`src/rtl/tone_pkg.sv`:
```
// Shared types, note table and helpers for the tone arbiter.
package tone_pkg;

    typedef enum logic [1:0] {IDLE, PLAY, SWITCH, STOP} t_arb_state;

    localparam int C_HP_W   = 18;
    localparam int C_NOTE_W = 3;

    // Hold length in clk cycles for a given clock and duration.
    function automatic int hold_cycles(input int clk_frq, input int hold_ms);
        return clk_frq / 1000 * hold_ms;
    endfunction

    // Half-period in clk cycles of one octave C4..C5, rounded to nearest.
    function automatic logic [C_HP_W-1:0] half_period(input real clk_frq, input int note_idx);
        real f;
        case (note_idx)
            0:       f = 261.63;
            1:       f = 293.66;
            2:       f = 329.63;
            3:       f = 349.23;
            4:       f = 392.00;
            5:       f = 440.00;
            6:       f = 493.88;
            default: f = 523.25;
        endcase
        return C_HP_W'($rtoi(clk_frq / (2.0 * f) + 0.5));
    endfunction

    // {found, index} of the highest set bit.
    function automatic logic [C_NOTE_W:0] msb_idx(input logic [7:0] v);
        logic [C_NOTE_W:0] r;
        r = '0;
        for (int i = 0; i < 8; i++) begin
            if (v[i]) r = {1'b1, C_NOTE_W'(i)};
        end
        return r;
    endfunction

endpackage

```
`src/rtl/tone_arbiter_key_sync.sv`:
```
// Two-flop synchronizer for the raw key pins followed by a registered rising-edge detect.
module key_sync #(
    parameter int C_N = 8
) (
    input  logic           clk,
    input  logic           rst,
    input  logic [C_N-1:0] keys,
    output logic [C_N-1:0] level,
    output logic [C_N-1:0] rise
);

    logic [C_N-1:0] meta;
    logic [C_N-1:0] sync;

    always_ff @(posedge clk or posedge rst) begin
        if (rst) begin
            meta  <= '0;
            sync  <= '0;
            level <= '0;
            rise  <= '0;
        end else begin
            meta  <= keys;
            sync  <= meta;
            level <= sync;
            rise  <= sync & ~level;
        end
    end

endmodule

```
`src/rtl/tone_arbiter.sv`:
```
// Last-pressed-key arbiter for a shared square-wave tone generator; pitch changes
// and stops are applied only on generator edges so the waveform has no runt pulses.
module tone_arbiter
    import tone_pkg::*;
#(
    parameter int C_CLK_FRQ = 100_000_000,
    parameter int C_N_KEYS  = 8,
    parameter int C_HOLD_MS = 20,
    parameter int C_WDOG    = 262_144
) (
    input  logic                clk,
    input  logic                rst,
    input  logic [C_N_KEYS-1:0] keys,
    input  logic                i_edge,
    input  logic                i_level,
    output logic                o_en,
    output logic [C_HP_W-1:0]   o_half_period,
    output logic [C_NOTE_W-1:0] o_note,
    output logic                o_active
);

    localparam int C_HOLD_CNT = hold_cycles(C_CLK_FRQ, C_HOLD_MS);
    localparam int C_HOLD_W   = $clog2(C_HOLD_CNT + 1);
    localparam int C_WD_W     = $clog2(C_WDOG + 1);

    logic [C_N_KEYS-1:0] key_lvl;
    logic [C_N_KEYS-1:0] key_rise;

    key_sync #(.C_N(C_N_KEYS)) u_key_sync (
        .clk   (clk),
        .rst   (rst),
        .keys  (keys),
        .level (key_lvl),
        .rise  (key_rise)
    );

    logic [C_HP_W-1:0] hp_tab [8];

    for (genvar g = 0; g < 8; g++) begin : g_hp
        localparam logic [C_HP_W-1:0] C_HP = half_period(real'(C_CLK_FRQ), g);
        assign hp_tab[g] = C_HP;
    end

    // Request tracking: new press wins, release of the winner falls back to the highest held key.
    logic [C_NOTE_W-1:0] req_q;
    logic                req_vld_q;
    logic [C_NOTE_W-1:0] req_idx;
    logic                req_vld;
    logic [C_NOTE_W:0]   rise_top;
    logic [C_NOTE_W:0]   held_top;

    always_comb begin
        req_idx  = req_q;
        req_vld  = req_vld_q;
        rise_top = msb_idx(key_rise);
        held_top = msb_idx(key_lvl);
        if (rise_top[C_NOTE_W]) begin
            req_vld = 1'b1;
            req_idx = rise_top[C_NOTE_W-1:0];
        end else if (!req_vld_q || !key_lvl[req_q]) begin
            req_vld = held_top[C_NOTE_W];
            req_idx = held_top[C_NOTE_W-1:0];
        end
    end

    always_ff @(posedge clk or posedge rst) begin
        if (rst) begin
            req_q     <= '0;
            req_vld_q <= 1'b0;
        end else begin
            req_q     <= req_idx;
            req_vld_q <= req_vld;
        end
    end

    t_arb_state          state;
    t_arb_state          state_nxt;
    logic                do_load;
    logic                do_off;
    logic [C_HOLD_W-1:0] hold_cnt;
    logic                hold_done;
    logic [C_WD_W-1:0]   wd_cnt;
    logic                wd_to;

    assign hold_done = (hold_cnt == C_HOLD_W'(C_HOLD_CNT));
    assign wd_to     = (wd_cnt == C_WD_W'(C_WDOG - 1));

    always_ff @(posedge clk or posedge rst) begin
        if (rst) begin
            state <= IDLE;
        end else begin
            state <= state_nxt;
        end
    end

    always_comb begin
        state_nxt = state;
        do_load   = 1'b0;
        do_off    = 1'b0;
        case (state)
            IDLE: begin
                if (req_vld) begin
                    state_nxt = PLAY;
                    do_load   = 1'b1;
                end
            end
            PLAY: begin
                if (hold_done) begin
                    if (!req_vld) begin
                        state_nxt = STOP;
                    end else if (req_idx != o_note) begin
                        state_nxt = SWITCH;
                    end
                end
            end
            SWITCH: begin
                if (!req_vld) begin
                    state_nxt = STOP;
                end else if (req_idx == o_note) begin
                    state_nxt = PLAY;
                end else if (i_edge || wd_to) begin
                    state_nxt = PLAY;
                    do_load   = 1'b1;
                end
            end
            STOP: begin
                // A fresh request keeps the generator running and re-pitches on its next edge.
                if (req_vld) begin
                    state_nxt = SWITCH;
                end else if ((i_edge && !i_level) || wd_to) begin
                    state_nxt = IDLE;
                    do_off    = 1'b1;
                end
            end
            default: state_nxt = IDLE;
        endcase
    end

    logic                en_nxt;
    logic [C_HP_W-1:0]   hp_nxt;
    logic [C_NOTE_W-1:0] note_nxt;
    logic                act_nxt;

    always_comb begin
        en_nxt   = o_en;
        hp_nxt   = o_half_period;
        note_nxt = o_note;
        if (do_load) begin
            en_nxt   = 1'b1;
            hp_nxt   = hp_tab[req_idx];
            note_nxt = req_idx;
        end
        if (do_off) begin
            en_nxt = 1'b0;
        end
        act_nxt = (state_nxt == PLAY) || (state_nxt == SWITCH);
    end

    always_ff @(posedge clk or posedge rst) begin
        if (rst) begin
            o_en          <= 1'b0;
            o_half_period <= '0;
            o_note        <= '0;
            o_active      <= 1'b0;
        end else begin
            o_en          <= en_nxt;
            o_half_period <= hp_nxt;
            o_note        <= note_nxt;
            o_active      <= act_nxt;
        end
    end

    always_ff @(posedge clk or posedge rst) begin
        if (rst) begin
            hold_cnt <= '0;
        end else if (do_load) begin
            hold_cnt <= '0;
        end else if (!hold_done) begin
            hold_cnt <= hold_cnt + 1'b1;
        end
    end

    // Watchdog restarts on every state change and only runs while waiting for an edge.
    always_ff @(posedge clk or posedge rst) begin
        if (rst) begin
            wd_cnt <= '0;
        end else if ((state_nxt != state) || !((state == SWITCH) || (state == STOP))) begin
            wd_cnt <= '0;
        end else if (!wd_to) begin
            wd_cnt <= wd_cnt + 1'b1;
        end
    end

endmodule

```
`config.mk`:
```
export PLATFORM = sky130hd
export DESIGN_NAME = tone_arbiter
export DESIGN_NICKNAME = d
export VERILOG_FILES = /design/src/rtl/tone_pkg.sv /design/src/rtl/tone_arbiter_key_sync.sv /design/src/rtl/tone_arbiter.sv
export SDC_FILE = /design/constraint.sdc
export NUM_CORES = 1
export LEC_CHECK = 0
export CORE_MARGIN = 1.5
export CORE_UTILIZATION = 65
export CTS_BUF_LIST = sky130_fd_sc_hd__clkbuf_2
export DETAILED_ROUTE_END_ITERATION = 6
export PLACE_DENSITY = 0.86
export SLEW_MARGIN = 20
export SYNTH_ARGS = -nofsm -noshare
export SYNTH_HDL_FRONTEND = slang
export SYNTH_SLANG_ARGS = --single-unit
```
`constraint.sdc`:
```
create_clock -name clk -period 5.75 [get_ports clk]
set_clock_uncertainty 0.1 [all_clocks]
set_input_delay 1.15 -clock clk [delete_from_list [all_inputs] [get_ports clk]]
set_output_delay 1.15 -clock clk [all_outputs]
set_load 0.01 [all_outputs]
```
==> flow_summary.toml, run 1 <==
[pwr]
p_per_area_mw_per_mm2 = 370
finalPower_mw = 1.92
vdd_drop_max_mv = 0.166
p_leak_nw = 2.17

[global_route]
grt_pass1_wl_mm = 14.5
first_global_vias = 3180
antenna_found_initial = 0
grt_use_total_pct = 24.5
grt_max_degree = 56
grt_overflow = 0

[synth]
synth_area_leader_cell = "dfrtp_1"
ys.flop_type = "dfrtp_1"
synth_area_sq_mm = 0.00468
syn_inst = 441
synth.avg_cell_area_sq_um = 10.6
synth_seq_cells = 100
synth_cell_types = 57
ys_seq_area_share_pct = 53.4
synth.area.top_cells = "dfrtp_1 53%, nor2_1 6.1%, xor2_1 3.9%"
syn_nets = 464
yosys_warnings = 0
synth_top_area_share_pct = 53.4
synth-edff-count = 0
async_reset_ff_share_pct = 100

[layout]
syn_to_final_growth_pct = 10.7
fin_area_sq_mm = 0.00518
nFillCells = 480
multi_input_area_sq_mm = 0.00201
nets = 495
drive_gt1_share_pct = 9.85
ff_latch_area_sq_mm = 0.00250
final_cell_mix = "100 x dfrtp_1, 75 x nor2_1, 34 x clkdlybuf4s50_1"
n_antenna_cell = 0
final_common_cell = "dfrtp_1"

[timing]
rsz0062_at_grt = "no"
hold_viol = 0
setup_violations = 0
drv_slew = 0
fin_crit_ns = 3.62
slew_headroom_pct = 27.5
worstMarginPinSlew_ns = 1.09
post-route-period-util_pct = 62.9
fin_setup_tns_ns = 0
timing.hold.ws_ns = 0.276
fmax_mhz = 277

[cts]
cts_tree = "done"
htree_levels = 3
cts_resized = 0
clock-sinks = 100
ctsHoldBuffers = 0
insertion_delay_ns = 0.57
postCtsSetupBuffers = 0
clockBufferDepth = 2
cts_buffers = 9
clk_pin_slew_ns = 0.27
cts-root-buf = "clkbuf_2"

[place]
dpl_cell_area_sq_mm = 0.00505
hpwl_mm = 6.04
io_buffers = 34
gp_congestion = 0.813

[worst_setup_path]
critPathRequiredTime_ns = 6.14
endpoint_kind = "register"
cp.arrival_ns = 4.01
start_kind = "register"
crit_path_max_fanout = 55
critPathKind = "register to register"

[routing]
wl_met1_mm = 3.64
routed-wl-met2_mm = 4.54
avgRoutedWirePerCell_um = 15.0
drtPass1Iterations = 5
dr_wl_met3_um = 349
viasPerCell = 5.81
wirelength_mm = 8.62
drt-initial-drc-count = 253
drc = 0
detail-route-antenna-nets = 0
top_layer_used = "met4"
vias = 3330

[min_path]
hp-class = "register to register"

[run_status]
status = "complete, no violations"

[die]
die_x_um = 87.9
die_h_um = 87.9
boundaryPins = 35
coreArea_sq_mm = 0.00687
dieArea_sq_mm = 0.00772
row_count = 30
start_util_pct = 68.2

[run]
cap_violations = 0
-- stage by stage --
| step | std cells | setup WS, ns | util [%] |
|---|---|---|---|
| 6_report | 573 | 2.13 | 75.4 |
| 2_1_floorplan | 441 | 1.88 | - |
| 3_3_place_gp | 557 | 2.22 | 73.5 |
| 4_1_cts | 573 | 2.18 | 75.4 |
| 5_1_grt | 573 | 1.90 | 75.4 |
| 3_5_place_dp | 557 | 2.17 | 73.5 |
-- worst max-delay path, cell delays in order (launching register included) --
cell      delay, ns
dfrtp_1        0.45
or4_1          0.72
nor2_1         0.25
or2_2          0.14
o221ai_1       0.12
nor3_2         0.40
o31a_2         0.93
mux2_2         0.42
-- cell usage after synthesis, types with 4 or more instances --
cell type and number:
dfrtp_1 100, nor2_1 76, nand2_1 21, xor2_1 21, a21oi_1 20, nand3_1 19
inv_1 18, xnor2_1 16, nor2b_1 15, ha_1 11, a31oi_1 9, o21ai_0 7
mux2_2 6, nand4_1 6, nor3_1 5, nor4_1 5, or2_2 5, or4_1 5
buf_2 4, clkbuf_1 4, mux2i_1 4, o21a_1 4, o31ai_1 4
-- path summary, 6_finish.rpt --
path                               startpoint                  to  slack [ns]  cells after the start
setup / recovery           u_key_sync.rise[7]   o_half_period[11]        2.13                      7
hold / removal             u_key_sync.meta[2]  u_key_sync.sync[2]        0.28                      0
setup reg to reg           u_key_sync.rise[7]   o_half_period[11]        2.13                      7
hold reg to reg            u_key_sync.meta[2]  u_key_sync.sync[2]        0.28                      0
max in group asynchronous                 rst            o_active        3.51                      3
min in group asynchronous                 rst  u_key_sync.meta[7]        0.92                      2
-- per-layer routing --
layer,track usage [%],vias up
li1,-,1584
met1,31.5,1642
met2,42.1,93
met3,5.66,11
met4,6.49,0
met5,0,-
-- state kept, by name, indices dropped and copies added, names as in the netlist --
signal            count
req_vld_q             1
o_active              1
wd_cnt               19
u_key_sync.level      8
u_key_sync.rise       8
state                 2
hold_cnt             21
u_key_sync.sync       8
o_note                2
o_en                  1
u_key_sync.meta       8
req_q                 3
o_half_period        18
-- report_power, final --
part	switching, mW	internal, mW
Combinational	0.337	0.322
Sequential	0.0994	0.814
Clock	0.239	0.107
-- area by class of cell --
class / instances / share of cell area [%]
clock buffer: 9 / 0.869
clock inverter: 7 / 1.62
inverter: 19 / 1.40
multi-input combinational: 307 / 38.8
sequential: 100 / 48.3
tap: 96 / 2.32
timing repair buffer: 35 / 6.71
-- kinds of logic after synthesis --
group | Yosys count | share of synthesized area, %
flip-flops | 100 | 53.4
buffers and inverters | 34 | 3.71
AND/OR/NAND/NOR | 176 | 18.6
AO/OA/AOI/OAI | 68 | 10.2
multiplexers | 15 | 4.22
XOR/XNOR | 37 | 6.92
adder cells (fa/ha/maj) | 11 | 2.94
Note: power is estimated with default switching activity, not from simulation.
==> run 2, diff against run 1 <==
Settings changed: CORE_UTILIZATION 65 to 55, PLACE_DENSITY 0.86 to 0.78.
Clock period 5.75 ns to 3 ns, I/O delays scaled along.
==> flow_summary.toml, run 2 (synthesis results as in run 1) <==
[run_status]
status = "complete, no violations"

[routing]
drt-initial-drc-count = 161
viasPerCell = 5.60
drc = 0
avgRoutedWirePerCell_um = 15.6
vias = 3452
drtPass1Iterations = 4
wl_met1_mm = 4.22
routed-wl-met2_mm = 4.78
top_layer_used = "met4"
wirelength_mm = 9.63
detail-route-antenna-nets = 0
dr_wl_met3_um = 327

[pwr]
p_leak_nw = 2.38
p_per_area_mw_per_mm2 = 715
p_switching_mw = 1.39
clkPwrFrac_pct = 18.1
vdd_drop_max_mv = 0.265
swShare_pct = 34.8
pwr-share-seq_pct = 43.8
p_int_mw = 2.61
combPwrFrac_pct = 38.1

[layout]
n_antenna_cell = 0
final_common_cell = "dfrtp_1"
drive_gt1_share_pct = 17.8
syn_to_final_growth_pct = 19.2
finish.utilization_pct = 68.0
final_cell_mix = "100 x dfrtp_1, 76 x nor2_1, 34 x clkdlybuf4s50_1"
largest_reg_flops = 21
stdcell_count = 616
ff_latch_area_sq_mm = 0.00250
multi_input_area_sq_mm = 0.00213
nFillCells = 607
nets = 529
regMostFlops = "hold_cnt"
largestRegisters = "hold_cnt (21), wd_cnt (19), o_half_period (18)"

[timing]
fin_crit_ns = 2.94
drv_slew = 0
worstMarginPinSlew_ns = 0.638
fmax_mhz = 340
setup_violations = 0
hold_viol = 0
slew_headroom_pct = 57.2
post-route-period-util_pct = 98.1

[cts]
ctsHoldBuffers = 0
insertion_delay_ns = 0.57
clk_pin_slew_ns = 0.27
clockBufferDepth = 2
htree_levels = 3
cts_buffers = 9
cts-root-buf = "clkbuf_2"
cts_tree = "done"
clock-sinks = 100

[place]
io_buffers = 34
hpwl_mm = 6.24
gp_congestion = 0.844
dp.cells = 592

[die]
die_h_um = 95.3
start_util_pct = 57.0
coreArea_sq_mm = 0.00822
die_x_um = 95.3
boundaryPins = 35
row_count = 33
dieArea_sq_mm = 0.00908

[worst_setup_path]
critPathKind = "register to register"
cp.arrival_ns = 3.32
crit_path_max_fanout = 8
critPathRequiredTime_ns = 3.38
start_kind = "register"
endpoint_kind = "register"
reg2reg_depth = 8

[min_path]
hp-class = "register to register"
holdPathStages = 0

[global_route]
grt_max_degree = 101
grt_pass1_wl_mm = 15.1
first_global_vias = 3294
antenna_found_initial = 0
grt_use_total_pct = 21.6
grt_overflow = 0

[run]
cap_violations = 0
[run 2: path summary, 6_finish.rpt]
| path | startpoint | to | slack (ns) |
|---|---|---|---|
| min in group asynchronous | rst | u_key_sync.rise[3] | 0.39 |
| worst min-delay path | u_key_sync.meta[0] | u_key_sync.sync[0] | 0.26 |
| worst max register to register | req_q[0] | o_half_period[8] | 0.06 |
| worst max-delay path | req_q[0] | o_half_period[8] | 0.06 |
| max in group asynchronous | rst | o_half_period[2] | 2.00 |
| worst min register to register | u_key_sync.meta[0] | u_key_sync.sync[0] | 0.26 |
[run 2: per-layer routing]
layer / up-vias / global-route usage (%)
met4: 0 / 9.33
met2: 75 / 34.7
met5: - / 0
met3: 28 / 4.86
li1: 1645 / -
met1: 1704 / 28.0
[run 2: final cells by class]
cell class                 count  area share, %
clock buffer                  10          0.896
timing repair buffer          67           10.8
inverter                      19           1.34
clock inverter                 6           1.59
tap                          105           2.35
sequential                   100           44.8
multi-input combinational    309           38.2
[run 2: power by group through the flow]
stage / sequential (mW) / clock (mW) / combinational, mW
2_1_floorplan: 1.77 / 0 / 0.877
3_3_place_gp: 1.75 / 0 / 1.32
3_5_place_dp: 1.77 / 0 / 1.36
4_1_cts: 1.74 / 0.743 / 1.38
5_1_grt: 1.78 / 0.788 / 1.66
6_report: 1.75 / 0.722 / 1.52
[run 2: critical path: stages, from the launching register on]
cell      delay, ns
dfrtp_1        0.48
mux2_2         0.38
o31ai_4        0.22
a211oi_2       0.07
or4_1          0.54
a31o_4         0.29
o31a_4         0.41
buf_4          0.18
a31o_2         0.20
[run 2: per-stage QoR]
stage / worst slack (ns) / setup TNS [ns] / hold slack, ns / total power, mW / cell area, sq um
after floorplan: 0.0911 / 0 / 0.231 / 2.65 / 4690
after global placement: -0.00427 / -0.0113 / 0.232 / 3.07 / 5280
after detailed placement: -0.0831 / -1.62 / 0.235 / 3.13 / 5280
after CTS: 0.0107 / 0 / 0.272 / 3.87 / 5430
after global routing: -0.0594 / -0.0785 / 0.273 / 4.23 / 5580
final: 0.0569 / 0 / 0.256 / 3.99 / 5580
[run 2: what timing repair did]
action | 4_1_cts | 5_1_grt
resized for setup | 2 | 18
endpoints found under the setup margin | 50 | 54
pin swaps | 0 | 5
cloned | 0 | 2
setup buffers | 0 | 6
